`src/rtl/tetris_pkg.sv`:
```
// rtl/tetris_pkg.sv - shared scan codes, sequence FSM states and key bit indices
package tetris_pkg;

    localparam logic [7:0] SC_EXT   = 8'hE0;
    localparam logic [7:0] SC_BRK   = 8'hF0;
    localparam logic [7:0] SC_LEFT  = 8'h6B;
    localparam logic [7:0] SC_RIGHT = 8'h74;
    localparam logic [7:0] SC_UP    = 8'h75;
    localparam logic [7:0] SC_DOWN  = 8'h72;
    localparam logic [7:0] SC_SPACE = 8'h29;

    typedef enum logic [1:0] {
        ST_IDLE    = 2'd0,
        ST_EXT     = 2'd1,
        ST_BRK     = 2'd2,
        ST_EXT_BRK = 2'd3
    } seq_state_t;

    localparam int HB_LEFT   = 0;
    localparam int HB_RIGHT  = 1;
    localparam int HB_ROTATE = 2;
    localparam int HB_DOWN   = 3;

    typedef struct packed {
        logic       valid;
        logic       is_break;
        logic       is_ext;
        logic [7:0] code;
    } key_event_t;

endpackage

```
`src/rtl/ps2_seq_fsm.sv`:
```
// rtl/ps2_seq_fsm.sv - set-2 prefix FSM with sequence timeout, emits one registered key event
module ps2_seq_fsm
    import tetris_pkg::*;
#(
    parameter int TIMEOUT_CYCLES = 1000000,
    parameter int CNT_W          = 20
) (
    input  logic       clock,
    input  logic       resetn,
    input  logic [7:0] i_key_data,
    input  logic       i_key_valid,
    output key_event_t o_event
);

    seq_state_t             r_state;
    seq_state_t             w_next_state;
    logic       [CNT_W-1:0] r_cnt;
    key_event_t             r_event;
    key_event_t             w_event;
    logic                   w_timeout;

    assign w_timeout = (r_state != ST_IDLE) && (r_cnt == CNT_W'(TIMEOUT_CYCLES - 1));

    always_ff @(posedge clock) begin
        if (!resetn) begin
            r_state <= ST_IDLE;
            r_cnt   <= '0;
            r_event <= '0;
        end else begin
            r_state <= w_next_state;
            r_event <= w_event;
            if (i_key_valid || w_timeout)
                r_cnt <= '0;
            else if (r_state != ST_IDLE)
                r_cnt <= r_cnt + 1'b1;
        end
    end

    // A byte arriving on the timeout cycle wins: it still completes the sequence.
    always_comb begin
        w_next_state = r_state;
        w_event      = '0;
        if (i_key_valid) begin
            w_event.code = i_key_data;
            unique case (r_state)
                ST_IDLE: begin
                    if (i_key_data == SC_EXT)
                        w_next_state = ST_EXT;
                    else if (i_key_data == SC_BRK)
                        w_next_state = ST_BRK;
                    else
                        w_event.valid = 1'b1;
                end
                ST_EXT: begin
                    if (i_key_data == SC_BRK) begin
                        w_next_state = ST_EXT_BRK;
                    end else if (i_key_data != SC_EXT) begin
                        w_event.valid  = 1'b1;
                        w_event.is_ext = 1'b1;
                        w_next_state   = ST_IDLE;
                    end
                end
                ST_BRK: begin
                    w_event.valid    = 1'b1;
                    w_event.is_break = 1'b1;
                    w_next_state     = ST_IDLE;
                end
                ST_EXT_BRK: begin
                    w_event.valid    = 1'b1;
                    w_event.is_break = 1'b1;
                    w_event.is_ext   = 1'b1;
                    w_next_state     = ST_IDLE;
                end
                default: w_next_state = ST_IDLE;
            endcase
        end else if (w_timeout) begin
            w_next_state = ST_IDLE;
        end
    end

    assign o_event = r_event;

endmodule

```
`src/rtl/ps2_move_decoder.sv`:
```
// rtl/ps2_move_decoder.sv - maps key events to held/pending moves and issues them on the game tick
module ps2_move_decoder
    import tetris_pkg::*;
#(
    parameter int TIMEOUT_CYCLES = 1000000,
    parameter int CNT_W          = 20
) (
    input  logic       clock,
    input  logic       resetn,
    input  logic [7:0] key_data,
    input  logic       key_valid,
    input  logic       tick_en,
    output logic       left_true,
    output logic       right_true,
    output logic       rotate_true,
    output logic       speed_true,
    output logic [3:0] held
);

    key_event_t w_event;
    logic [3:0] r_held;
    logic [2:0] r_pend;
    logic       r_left;
    logic       r_right;
    logic       r_rotate;
    logic       r_speed;
    logic       w_hit;
    logic [1:0] w_idx;
    logic [3:0] w_mask;
    logic [3:0] w_held_next;
    logic [2:0] w_pend_set;

    ps2_seq_fsm #(
        .TIMEOUT_CYCLES (TIMEOUT_CYCLES),
        .CNT_W          (CNT_W)
    ) u_seq (
        .clock       (clock),
        .resetn      (resetn),
        .i_key_data  (key_data),
        .i_key_valid (key_valid),
        .o_event     (w_event)
    );

    // Keypad arrows (non-extended) deliberately fall through unmapped.
    always_comb begin
        w_hit = 1'b0;
        w_idx = 2'd0;
        if (w_event.is_ext) begin
            unique case (w_event.code)
                SC_LEFT:  begin w_hit = 1'b1; w_idx = 2'(HB_LEFT);   end
                SC_RIGHT: begin w_hit = 1'b1; w_idx = 2'(HB_RIGHT);  end
                SC_DOWN:  begin w_hit = 1'b1; w_idx = 2'(HB_DOWN);   end
                SC_UP:    begin w_hit = 1'b1; w_idx = 2'(HB_ROTATE); end
                default:  ;
            endcase
        end else if (w_event.code == SC_SPACE) begin
            w_hit = 1'b1;
            w_idx = 2'(HB_ROTATE);
        end
    end

    always_comb begin
        w_mask      = (w_event.valid && w_hit) ? (4'b0001 << w_idx) : 4'b0000;
        w_held_next = r_held;
        w_pend_set  = 3'b000;
        if (w_event.is_break) begin
            w_held_next = r_held & ~w_mask;
        end else begin
            w_held_next = r_held | w_mask;
            w_pend_set  = w_mask[2:0] & ~r_held[2:0];
        end
    end

    // A new press on the tick cycle is merged after the clear so it is not lost.
    always_ff @(posedge clock) begin
        if (!resetn) begin
            r_held   <= '0;
            r_pend   <= '0;
            r_left   <= 1'b0;
            r_right  <= 1'b0;
            r_rotate <= 1'b0;
            r_speed  <= 1'b0;
        end else begin
            r_held  <= w_held_next;
            r_speed <= r_held[HB_DOWN];
            if (tick_en) begin
                r_left   <= r_pend[HB_LEFT] & ~r_pend[HB_RIGHT];
                r_right  <= r_pend[HB_RIGHT] & ~r_pend[HB_LEFT];
                r_rotate <= r_pend[HB_ROTATE];
                r_pend   <= w_pend_set;
            end else begin
                r_pend <= r_pend | w_pend_set;
            end
        end
    end

    assign left_true   = r_left;
    assign right_true  = r_right;
    assign rotate_true = r_rotate;
    assign speed_true  = r_speed;
    assign held        = r_held;

endmodule

```
`config.mk`:
```
export PLATFORM = sky130hd
export DESIGN_NAME = ps2_move_decoder
export DESIGN_NICKNAME = d
export VERILOG_FILES = /design/src/rtl/tetris_pkg.sv /design/src/rtl/ps2_seq_fsm.sv /design/src/rtl/ps2_move_decoder.sv
export SDC_FILE = /design/constraint.sdc
export NUM_CORES = 1
export LEC_CHECK = 0
export CORE_UTILIZATION = 50
export DETAILED_ROUTE_END_ITERATION = 7
export GPL_ROUTABILITY_DRIVEN = 1
export PLACE_DENSITY = 0.81
export SLEW_MARGIN = 20
export SYNTH_ARGS = -nofsm -noshare
export SYNTH_HDL_FRONTEND = slang
export SYNTH_HIERARCHICAL = 1
export SYNTH_SLANG_ARGS = --single-unit
export TNS_END_PERCENT = 30
```
`constraint.sdc`:
```
create_clock -name clock -period 2.3 [get_ports clock]
set_input_delay 0.46 -clock clock [delete_from_list [all_inputs] [get_ports clock]]
set_output_delay 0.46 -clock clock [all_outputs]
set_load 0.01 [all_outputs]
```
Word level (Yosys, flattened, before mapping). Index checks and enable logic that the tools add are counted.

Register bits after elaboration: 44. Bits of input ports: 12. Output and inout port bits: 8. Word-level logic and storage cells: 74.

$add $sub $neg: 1. Equal/unequal tests: 14. Shifts and indexed selects: 1. Mux-type cells: 24. Bitwise operators: 11. Reduce and logical (&&, ||, !) cells: 11.

Operator list (count): equality test 8 x 7 -> 1 bit, second input constant (4); adder 20 x 1 -> 20 bit, second input constant (1); equality test 20 bit, second input constant (1); equality test 8 bit, second input constant (2); 2-to-1 mux 2 bit (8); one-hot mux 2 bit (3 select lines) (2); equality test 8 x 6 -> 1 bit, second input constant (1); 2-to-1 mux 1 bit (8); 2-to-1 mux 4 bit (2); != test 4 x 2 -> 1 bit, second input constant (2); != test 8 bit, second input constant (1); 2-to-1 mux 3 bit (2); AND 4 bit (1); equality test 2 bit, second input constant (2); inverter 4 bit (1); OR 4 bit (1); nonzero test 2 bit (2); OR reduction 2 bit (2); OR reduction 4 bit (1); << shifter 1 x 2 -> 4 bit, first input constant (1); AND 3 bit (1); inverter 1 bit (3); inverter 3 bit (1); OR 3 bit (1); 9 further kinds (11).

Longest topological paths before layout.
Depth in word-level cells: 10. Gate-level depth with buffers: 6. Gate-level depth less buffers: 5.

Hierarchy. The synthesis kept the hierarchy.

By module, submodules not included: ps2_seq_fsm (instances 1, cells an instance 147, area an instance 1322.5 um2, sequential area each 660.6 um2); ps2_move_decoder (instances 1, cells an instance 64, area an instance 601.8 um2, sequential area each 220.2 um2).

Worst setup path before layout. Ideal clock, no wire load.

Kind: register to register. From: reg u_seq.r_cnt[0]. To: reg u_seq.r_cnt[18]. Library setup time: 0.066 ns. Arrival time: 1.847 ns. Data required time: 2.234 ns. Setup slack: 0.387 ns. Cell stages (with the launch flop): 7. Path buffers: 1. Period minus slack after synthesis: 1.913 ns. Cells stage by stage: dfxtp_1 -> ha_1 -> o21ai_2 -> or4_1 -> buf_2 -> or4_4 -> a21oi_2.

Word-level cells in the longest chain between the ends: 4. Elaborated cells between the ends (all ways): 5. Those cells by class: add/sub: 1; eq/ne: 1; reduce/logical: 3.

Ends and longest elaborated chain: start, declared (RTL line ps2_seq_fsm.sv:17) `logic [CNT_W-1:0] r_cnt;`; start signal, assigned (RTL line ps2_seq_fsm.sv:35) `r_cnt <= r_cnt + 1'b1;`; branches (longest 4 deep; another with adder 20 x 1 -> 20 bit).

Parallel ways; which one is timed is not known. A chain may end at the register's enable or synchronous reset.

Worst setup path after layout. Same ends and word-level chain as after synthesis.

==> summary.txt <==
Place
  – # port buffers: 19
  – Worst Setup Slack post-DPL: 0.243 ns
  – Placed wire-length estimate after detailed placement: 2.59 mm
  – RD Place Congestion: 0.730
  – Post-Place Cell Area: 2170 µm²
  – Cells after DPL: 276

Drt
  – Uppermost signal routing layer after detailed routing: met4
  – Met1 wire length: 1.67 mm
  – Number of remaining DRC errors: 0
  – Number of antenna-violating nets in the routed design: 0
  – Routed length on met2: 1.65 mm
  – First drt pass iteration count: 4
  – Wire length per cell after detailed routing: 12.4 µm
  – Number of DRC markers after the initial detailed-route iteration: 110
  – Detailed route wirelength on metal3: 133 µm
  – Wire length after detailed routing: 3.52 mm
  – Vias per std cell: 5.42
  – Via total after detailed routing: 1,540

Worst setup path
  – Critical path class: flip-flop to flip-flop
  – Nature of the critical path startpoint: flip-flop
  – Cell with the largest stage delay on the worst path: or4_1
  – Critical path capture point type: flip-flop
  – Ordered cell list for the critical path: ha_1 > o21ai_2 > or4_1 > or4_4 > a21oi_2
  – Critical path startpoint: u_seq/r_cnt[0]$_SDFFE_PP0P_
  – Crit path arrival time: 2.30 ns
  – CP Max Fanout: 9
  – Data required time at the worst endpoint: 2.53 ns
  – Worst flop-to-flop path startpoint: u_seq/r_cnt[0]$_SDFFE_PP0P_
  – Delay of the slowest cell on the worst path: 0.66 ns

Global route
  – Pin count of the biggest net entering global routing: 19
  – Overflow left after global routing: 0
  – First-pass GRT wire length: 6.23 mm
  – Antenna violations before repair: 0
  – Vias in the first global route: 1,423
  – Aggregate global-route resource usage: 19.5%

Logic synthesis
  – Primary FF master, synth: dfxtp_1
  – Number of nets in the synthesized netlist: 224
  – Number of distinct library cells after synthesis: 47
  – Number of warnings printed during yosys synthesis: 6
  – Number of instances in the synthesized netlist: 211
  – Sequential share of the synthesized area: 45.8%
  – Synth async-reset ratio: 0%
  – Avg Inst Size Synth: 9.12 µm²
  – Mapped Area: 1920 µm²
  – Number of storage elements in the synthesis netlist: 44
  – Count of flip-flops with a built-in enable after synthesis: 0

Power and ir drop
  – Fraction of power spent switching nets: 21.3%
  – Int Power: 1.04 mW
  – Power share of the clock group: 37.0%
  – Overall power of the completed layout: 1.32 mW
  – Worst IR Drop VDD: 0.372 mV
  – Sequential group share of total power: 58.6%
  – Power density over the cells: 583 nW/µm²
  – Logic gate share of total power: 4.5%
  – Net Switching: 0.282 mW
  – Standby leakage power: 0.790 nW

STA
  – Pin slew with the least headroom to its limit: 0.407 ns
  – Count of endpoints failing setup in the final report: 0
  – Setup slack of the critical path after layout: 0.228 ns
  – Final hold slack: 0.472 ns
  – Unrepaired setup endpoints after global routing: false
  – Final hold violation count: 0
  – Setup TNS after final layout: 0 ns
  – Slew Limit Fails: 0
  – Worst clock skew: 0.00523 ns
  – Slew HR: 72.5%
  – Final critical-path required period: 2.07 ns
  – Tcrit/Tclk final: 90.1%
  – Max Clock Freq: 0.483 GHz

Clocking
  – Clock tree from TritonCTS: built
  – Clk sinks: 44
  – CTS Hold Buffers Added: 0
  – Number of buffers inserted during clock tree synthesis: 5
  – Setup fix buffers added after clock tree synthesis: 0
  – Root buffer cell: clkbuf_8
  – Number of buffers on the longest clock path: 2
  – Post-CTS clock slew at the launch and capture registers of the worst setup and hold paths: 0.08 ns
  – Post-cts repair resize count: 0
  – Insertion delay to the later sink of the worst-skew pair: 0.29 ns
  – CTS H-tree depth: 2

Layout
  – Layout Nets: 248
  – Post-layout instance area: 2270 µm²
  – Area growth from synthesis to layout: 17.8%
  – Final-layout fill cell count: 331
  – Core utilization of the finished layout: 61.4%
  – Non-filler cells, final: 284
  – Share of cells above drive strength 1: 8.90%
  – Ant. Diodes: 0

Run status
  – Run status: completed

Die
  – Placeable core area: 3690 µm²
  – Initial Util: 52.2%
  – X dimension of the die: 64.0 µm
  – Die Footprint: 4100 µm²
  – Number of rows created at floorplan: 22
  – Height of the die: 64.0 µm
  – Count of pins on the block boundary: 20

Hold path
  – Path class of the lowest-slack min-delay path: flip-flop to flip-flop
  – Hold_sp: left_true$_SDFFE_PN0P_

Flow run
  – Reported max-cap violation count: 0
[cell type report]
class | instances | area, µm² | share of cell area [%]
multi-input combinational | 149 | 971 | 42.8
sequential | 44 | 881 | 38.9
timing repair buffer | 22 | 213 | 9.39
clock buffer | 6 | 82.6 | 3.64
tap | 48 | 60.1 | 2.65
inverter | 13 | 48.8 | 2.15
clock inverter | 2 | 10.0 | 0.442
[Yosys cell counts, types with 4 or more instances]
master | number | area, µm²
and3_1 | 7 | 43.8
or4_1 | 5 | 37.5
nand2_1 | 15 | 56.3
xnor2_1 | 8 | 70.1
nand3_1 | 6 | 30.0
o21ai_0 | 12 | 60.1
dfxtp_1 | 44 | 881
a21oi_1 | 10 | 50.1
nor2_1 | 20 | 75.1
buf_2 | 4 | 20.0
or3_1 | 6 | 37.5
inv_1 | 13 | 48.8
nor3_1 | 8 | 40.0
[sequential cells by signal, indices dropped and copies added (netlist names), named ones only]
| name | flops |
|---|---|
| u_seq/r_cnt | 20 |
| u_seq/o_event | 11 |
| r_pend | 3 |
| u_seq/r_state | 2 |
| left_true | 1 |
| right_true | 1 |
| rotate_true | 1 |
| speed_true | 1 |
[critical path: cells and delay by family (launching register included)]
family	cells	cell delay, ns
AOI/OAI and AO/OA	2	0.22
DFF	1	0.39
and+or+nand+nor	2	1.19
adders and majority gates	1	0.22
[routing by layer]
metal	GRT usage, %	vias up
met1	24.7	699
met4	7.67	0
met3	5.36	6
li1	-	803
met2	31.3	32
met5	0	-
[kinds of logic after synthesis]
kind of cell,count (synthesis),share of synthesized area [%]
flip-flops,44,45.8
multiplexers,3,1.56
AND/OR/NAND/NOR,95,28.8
AO/OA/AOI/OAI,39,14.0
buffers and inverters,18,4.16
XOR/XNOR,11,5.01
adder cells (fa/ha/maj),1,0.650
[path summary, 6_finish.rpt]
path / end / slack (ns) / cells after the start
worst min-delay path: left_true$_SDFFE_PN0P_ / 0.47 / 2
worst max-delay path: u_seq/r_cnt[18]$_SDFFE_PP0P_ / 0.23 / 5
worst max register to register: u_seq/r_cnt[18]$_SDFFE_PP0P_ / 0.23 / 5
worst min register to register: left_true$_SDFFE_PN0P_ / 0.47 / 2
[power by group through the flow]
stage / Sequential, mW / Combinational (mW) / Clock, mW
floorplan: 0.790 / 0.0267 / 0
global placement: 0.791 / 0.0581 / 0
detailed placement: 0.792 / 0.0589 / 0
CTS: 0.774 / 0.0590 / 0.506
global route: 0.775 / 0.0648 / 0.543
finish: 0.774 / 0.0590 / 0.488
[layout by cell type (no fill, tap or decap), types with 3 or more instances in the layout]
| cell type | n |
|---|---|
| o31ai_1 | 3 |
| mux2i_1 | 3 |
| and3_1 | 7 |
| clkbuf_8 | 6 |
| xnor2_1 | 8 |
| or4_1 | 5 |
| nand4_1 | 3 |
| nor2_1 | 20 |
| o21ai_0 | 12 |
| nand3_1 | 6 |
| dfxtp_1 | 44 |
| buf_4 | 3 |
| a21oi_1 | 10 |
| xor2_1 | 3 |
| nand2_1 | 15 |
| nor3_1 | 8 |
| nand4b_1 | 3 |
| or3_1 | 6 |
| clkdlybuf4s50_1 | 19 |
| inv_1 | 13 |
Note: power is estimated with default switching activity, not from simulation.
